==> config.mk <==
export PLATFORM = sky130hd
export DESIGN_NAME = fetch_stage_flat
export DESIGN_NICKNAME = d
export VERILOG_FILES = /design/src/rtl/fetch_stage_if.sv /design/src/rtl/fetch_stage.sv /design/src/flat_wrapper.sv
export SDC_FILE = /design/constraint.sdc
export NUM_CORES = 1
export LEC_CHECK = 0
export BUFFER_PORTS_ARGS = -buffer_cell sky130_fd_sc_hd__buf_2
export CORE_AREA = 2 2 174 176
export CTS_CLUSTER_SIZE = 14
export DETAILED_ROUTE_END_ITERATION = 7
export DIE_AREA = 0 0 176 178
export GPL_TIMING_DRIVEN = 0
export PLACE_DENSITY_LB_ADDON = 0.25
export REMOVE_ABC_BUFFERS = 1
export SLEW_MARGIN = 20
export SYNTH_ARGS = -nofsm -noshare
export SYNTH_HDL_FRONTEND = slang
export SYNTH_SLANG_ARGS = --single-unit
==> constraint.sdc <==
create_clock -name clk -period 8.6 [get_ports clk]
set_clock_uncertainty 0.1 [all_clocks]
set_input_delay 1.29 -clock clk [delete_from_list [all_inputs] [get_ports clk]]
set_output_delay 1.29 -clock clk [all_outputs]
set_load 0.02 [all_outputs]
==> src/rtl/fetch_stage_if.sv <==
`default_nettype none
// ============================================================================
// Module      : fetch_stage_if
// Description : Fetch-stage handshake bundle: instruction-memory request/response
//               port plus the decode-facing instruction, PC and redirect signals.
// Revision    : 1.0 - initial release
// ============================================================================
interface fetch_stage_if;
    logic        i_req;
    logic [31:0] i_addr;
    logic        i_ready;
    logic        i_rvalid;
    logic [31:0] i_rdata;
    logic        stall_ID;
    logic        Pc_cmd_id;
    logic [31:0] pc_in_ID;
    logic        pc_cmd_ex;
    logic [31:0] pc_in_EX;
    logic [31:0] i_data_read;
    logic [31:0] PC_ID;
    logic        valid_ID;

    modport master (
        output i_req, i_addr, i_data_read, PC_ID, valid_ID,
        input  i_ready, i_rvalid, i_rdata, stall_ID,
               Pc_cmd_id, pc_in_ID, pc_cmd_ex, pc_in_EX
    );

    modport slave (
        input  i_req, i_addr, i_data_read, PC_ID, valid_ID,
        output i_ready, i_rvalid, i_rdata, stall_ID,
               Pc_cmd_id, pc_in_ID, pc_cmd_ex, pc_in_EX
    );
endinterface
`default_nettype wire

==> src/rtl/fetch_stage.sv <==
`default_nettype none
// ============================================================================
// Module      : fetch_stage
// Description : DLX instruction fetch with credit-limited variable-latency reads,
//               a 2-entry response FIFO toward decode, and jump/branch redirect.
// Revision    : 1.0 - initial release
// ============================================================================
module fetch_stage #(
    parameter logic [31:0] RESET_PC = 32'h0000_0000,
    parameter logic [31:0] NOP_INSN = 32'h0000_0000
) (
    input  wire logic     clk,
    input  wire logic     reset,
    fetch_stage_if.master bus
);

    logic [31:0] r_fetch_pc;
    logic [1:0]  r_outstanding;
    logic [1:0]  r_drop;
    logic [1:0]  r_count;
    logic [31:0] r_fifo_instr [2];
    logic [31:0] r_fifo_addr  [2];
    logic [31:0] r_aq_addr    [2];
    logic        r_aq_wr;
    logic        r_aq_rd;

    logic        w_valid;
    logic        w_pop;
    logic        w_redirect;
    logic [31:0] w_target;
    logic [2:0]  w_inflight;
    logic        w_credit;
    logic        w_accept;
    logic        w_resp;
    logic        w_push;
    logic [31:0] w_push_addr;

    assign w_valid    = (r_count != 2'd0);
    assign w_pop      = w_valid && !bus.stall_ID;
    assign w_redirect = bus.pc_cmd_ex || (bus.Pc_cmd_id && !bus.stall_ID);
    assign w_target   = bus.pc_cmd_ex ? (bus.pc_in_EX & ~32'h3) : (bus.pc_in_ID & ~32'h3);

    // Every accepted read owns a FIFO slot, so a pop in this cycle frees one.
    assign w_inflight = {1'b0, r_outstanding} + {1'b0, r_count};
    assign w_credit   = (w_inflight < 3'd2) || w_pop;

    assign bus.i_req  = !reset && !w_redirect && w_credit;
    assign bus.i_addr = r_fetch_pc;

    assign w_accept    = bus.i_req && bus.i_ready;
    assign w_resp      = bus.i_rvalid && (r_outstanding != 2'd0);
    assign w_push      = w_resp && (r_drop == 2'd0) && !w_redirect;
    assign w_push_addr = r_aq_addr[r_aq_rd];

    assign bus.valid_ID    = w_valid;
    assign bus.i_data_read = w_valid ? r_fifo_instr[0] : NOP_INSN;
    assign bus.PC_ID       = w_valid ? (r_fifo_addr[0] + 32'd4) : 32'd0;

    always_ff @(posedge clk) begin
        if (reset) begin
            r_fetch_pc    <= RESET_PC;
            r_outstanding <= 2'd0;
            r_drop        <= 2'd0;
            r_count       <= 2'd0;
            r_aq_wr       <= 1'b0;
            r_aq_rd       <= 1'b0;
        end else begin
            // The address queue stays aligned with memory even for dropped reads.
            if (w_accept) begin
                r_aq_addr[r_aq_wr] <= r_fetch_pc;
                r_aq_wr            <= ~r_aq_wr;
            end
            if (w_resp) begin
                r_aq_rd <= ~r_aq_rd;
            end
            r_outstanding <= r_outstanding + {1'b0, w_accept} - {1'b0, w_resp};

            if (w_redirect) begin
                r_fetch_pc <= w_target;
                r_drop     <= r_outstanding - {1'b0, w_resp};
                r_count    <= 2'd0;
            end else begin
                if (w_accept) begin
                    r_fetch_pc <= r_fetch_pc + 32'd4;
                end
                if (w_resp && (r_drop != 2'd0)) begin
                    r_drop <= r_drop - 2'd1;
                end
                case ({w_push, w_pop})
                    2'b10: begin
                        r_fifo_instr[r_count[0]] <= bus.i_rdata;
                        r_fifo_addr[r_count[0]]  <= w_push_addr;
                        r_count                  <= r_count + 2'd1;
                    end
                    2'b01: begin
                        r_fifo_instr[0] <= r_fifo_instr[1];
                        r_fifo_addr[0]  <= r_fifo_addr[1];
                        r_count         <= r_count - 2'd1;
                    end
                    2'b11: begin
                        // With one entry the new word lands directly at the head.
                        r_fifo_instr[0] <= (r_count == 2'd2) ? r_fifo_instr[1] : bus.i_rdata;
                        r_fifo_addr[0]  <= (r_count == 2'd2) ? r_fifo_addr[1]  : w_push_addr;
                        r_fifo_instr[1] <= bus.i_rdata;
                        r_fifo_addr[1]  <= w_push_addr;
                    end
                    default: begin
                    end
                endcase
            end
        end
    end

endmodule
`default_nettype wire

==> src/flat_wrapper.sv <==
// flat-port wrapper written by rule: the top's interface ports become plain ports
module fetch_stage_flat 
#(
    parameter logic [31:0] RESET_PC = 32'h0000_0000,
    parameter logic [31:0] NOP_INSN = 32'h0000_0000
)
  (clk, reset, bus_i_req, bus_i_addr, bus_i_data_read, bus_PC_ID, bus_valid_ID, bus_i_ready, bus_i_rvalid, bus_i_rdata, bus_stall_ID, bus_Pc_cmd_id, bus_pc_in_ID, bus_pc_cmd_ex, bus_pc_in_EX);
  fetch_stage_if bus_i ();
  input  wire logic clk;
  input  wire logic reset;
  output wire logic [$bits(bus_i.i_req)-1:0] bus_i_req;
  output wire logic [$bits(bus_i.i_addr)-1:0] bus_i_addr;
  output wire logic [$bits(bus_i.i_data_read)-1:0] bus_i_data_read;
  output wire logic [$bits(bus_i.PC_ID)-1:0] bus_PC_ID;
  output wire logic [$bits(bus_i.valid_ID)-1:0] bus_valid_ID;
  input wire logic [$bits(bus_i.i_ready)-1:0] bus_i_ready;
  input wire logic [$bits(bus_i.i_rvalid)-1:0] bus_i_rvalid;
  input wire logic [$bits(bus_i.i_rdata)-1:0] bus_i_rdata;
  input wire logic [$bits(bus_i.stall_ID)-1:0] bus_stall_ID;
  input wire logic [$bits(bus_i.Pc_cmd_id)-1:0] bus_Pc_cmd_id;
  input wire logic [$bits(bus_i.pc_in_ID)-1:0] bus_pc_in_ID;
  input wire logic [$bits(bus_i.pc_cmd_ex)-1:0] bus_pc_cmd_ex;
  input wire logic [$bits(bus_i.pc_in_EX)-1:0] bus_pc_in_EX;
  assign bus_i_req = bus_i.i_req;
  assign bus_i_addr = bus_i.i_addr;
  assign bus_i_data_read = bus_i.i_data_read;
  assign bus_PC_ID = bus_i.PC_ID;
  assign bus_valid_ID = bus_i.valid_ID;
  assign bus_i.i_ready = bus_i_ready;
  assign bus_i.i_rvalid = bus_i_rvalid;
  assign bus_i.i_rdata = bus_i_rdata;
  assign bus_i.stall_ID = bus_stall_ID;
  assign bus_i.Pc_cmd_id = bus_Pc_cmd_id;
  assign bus_i.pc_in_ID = bus_pc_in_ID;
  assign bus_i.pc_cmd_ex = bus_pc_cmd_ex;
  assign bus_i.pc_in_EX = bus_pc_in_EX;
  fetch_stage #(.RESET_PC(RESET_PC), .NOP_INSN(NOP_INSN)) u_core (.clk(clk), .reset(reset), .bus(bus_i));
endmodule
==> metrics.yaml <==
outcome: "finished, final reports clean"
rsz0062_at_grt: "no"
finalCritPeriodShare_pct: 55.4
yosysMostFrequentCell: "edfxtp_1"
ys_seq_area_share_pct: 62.3
holdPathStages: 2
synth_area_per_cell_um2: 12.8
cp.required_ns: 7.21
crit_slowest_cell: "or3_1"
async_flop_share_pct: 0
drv_slew: 0
ir_worst_vdd_v: 0.000120
cts_buffers: 24
io_pins: 201
instances_no_fill: 1385
clock_latency_ns: 0.51
finalCriticalPeriod_ns: 4.76
worst_slack_ns: 3.84
end_kind: "output port"
drc: 0
critPathMaxFanout: 64
via_per_inst: 4.84
dr.pass1.iters: 5
grt-ovfl-total: 0
final_antenna_net_count: 0
cts_setup_buffers: 0
area.growth.synth_to_final_pct: 23.3
hold_violations: 0
wl_per_cell_um: 15.8
grt_pass1_vias: 6639
cts_tree: "yes"
dp_hpwl_um: 15600
report.final.setup_viol: 0
reg2reg_to: "u_core.r_aq_addr[1][24]"
placementRows: 63
r2r_cells: 8
p_leak_nw: 4.57
maxCapViolations: 0
grt_pass1_wl_um: 35000
synth_commonest_cells: "edfxtp_1, mux2_2, nor2_1, nand2_1, dfxtp_1"
portBuffers: 192
hp-class: "register to register"
worstSetupStartpointType: "input port"
postRouteWirelength_um: 21900
regArea_um2: 6310
worstPathCellList: "buf_2 > or3_1 > nor2_1 > buf_2"
finish.utilization_pct: 42.4
ys_types: 52
gp_congestion: 0.825
drive_gt1_share_pct: 35.2
yosysTopAreaCell: "edfxtp_1"
reg2reg_from: "u_core.r_count[0]"
clockRootBuffer: "clkbuf_16"
yosysWarnings: 0
syn_area_um2: 10100
place_ws_ns: 3.80
post_cts_resized: 0
synth-seq-cells: 223
synth_flop_cell: "edfxtp_1"
path_common_cell: "buf_2"
fp.dieW_um: 176
r2r_setup_slack_ns: 5.36
multi_input_area_um2: 3620
cts.reportedPaths.clkPinSlew_ns: 0.06
critPathMaxStageDelay_ns: 0.96
antenna_found_initial: 0
cp.arrival_ns: 3.37
netlist.area_leader.share_pct: 54.6
fill_cells: 2746
coreArea_um2: 29400
synth_edf_count: 184
cts_htree_levels: 1
powerDensity_nw_per_um2: 214
start_util_pct: 34.4
relSlewSlack_pct: 27.4
critPathKind: "input port to output port"
ctsHoldBuffers: 0
grt_use_total_pct: 13.9
drt_iter0_markers: 355
dp_cells: 1341
grt_max_degree: 65
cts_sinks: 223
tightest_slew_ns: 1.09
die-area_um2: 31300
routed-via-count: 6697
synthCells: 791
min-delay-start: "u_core.r_aq_rd"
die_y_um: 178
fmax_mhz: 210
clock_path_buffers: 3
synthTopCellsByArea: "edfxtp_1, mux2_2, dfxtp_1"
whs_ns: 0.419
fin_nets: 1089
diodes: 0
## cells by family after synthesis
| family | share of synthesized area (%) |
|---|---|
| compound gates | 6.60 |
| other cells | 0.0370 |
| buf+inv | 2.44 |
| mux | 10.3 |
| fa+ha+maj | 1.19 |
| flops | 62.3 |
| simple gates | 13.3 |
| xor+xnor | 3.81 |
## worst max-delay path, delay by kind of cell
kind                   cells  cell delay [ns]
buffers and inverters      2             0.95
and+or+nand+nor            2             1.10
## power by group
part	internal (mW)	leakage, nW	switching (mW)
Clock	0.672	0.412	0.416
Combinational	0.157	2.17	0.162
Sequential	1.23	1.99	0.0340
Total	2.06	4.57	0.612
## per-stage QoR
stage	area [um2]	TNS [ns]	power, mW
after floorplan	9930	0	1.48
after global placement	11400	-5.15	1.59
after detailed placement	11600	0	1.61
after CTS	12500	0	2.71
after global routing	12500	0	2.79
final	12500	0	2.67
## routing by layer
| layer | up-vias | global-route usage, % | routed length (um) | share of wire (%) |
|---|---|---|---|---|
| li1 | 3309 | - | - | - |
| met3 | 35 | 2.83 | 1490 | 6.8 |
| met4 | 0 | 4.37 | 439 | 2.0 |
| met2 | 220 | 22.5 | 9710 | 44 |
| met5 | - | 0 | 0 | 0 |
| met1 | 3133 | 18.9 | 10300 | 47 |
## placed cells by master (no fill, tap or decap), drive strengths merged, types with 16 or more instances in the layout
cell type / Yosys / layout
edfxtp: 184 / 184
a211oi: 16 / 16
and2: 38 / 38
nand2: 47 / 47
nand3: 21 / 21
buf: 14 / 204
mux2: 92 / 92
a21oi: 38 / 38
xor2: 16 / 16
xnor2: 28 / 28
o21ai: 22 / 22
clkbuf: 33 / 33
dfxtp: 39 / 39
nor2: 56 / 56
## flip-flops by register name, summed over array words and instances, names as in the netlist, named ones only
| register | cells |
|---|---|
| u_core.r_aq_addr | 60 |
| u_core.r_count | 2 |
| u_core.r_fifo_instr | 64 |
| u_core.r_fifo_addr | 60 |
| u_core.bus.i_addr | 30 |
| u_core.r_outstanding | 2 |
| u_core.r_drop | 2 |
| u_core.r_aq_wr | 1 |
| u_core.r_aq_rd | 1 |
## worst max-delay path by stage
stage                  start                         end  cells past startpoint
2_1_floorplan  bus_Pc_cmd_id   u_core.r_fifo_addr[0][10]                      6
3_3_place_gp    bus_stall_ID  u_core.r_fifo_instr[0][30]                      7
3_5_place_dp   bus_pc_cmd_ex                   bus_i_req                      4
6_report       bus_pc_cmd_ex                   bus_i_req                      4
4_1_cts        bus_pc_cmd_ex                   bus_i_req                      4
5_1_grt        bus_pc_cmd_ex                   bus_i_req                      4
## layout make-up
type	instances	area share, %
inverters	12	0.361
clock buffers	33	5.74
multi-input cells	512	29.0
well taps	390	3.91
flip-flops and latches	223	50.6
repair buffers	204	9.25
clock inverters	11	1.15
Power figures use the tool's default switching activity.
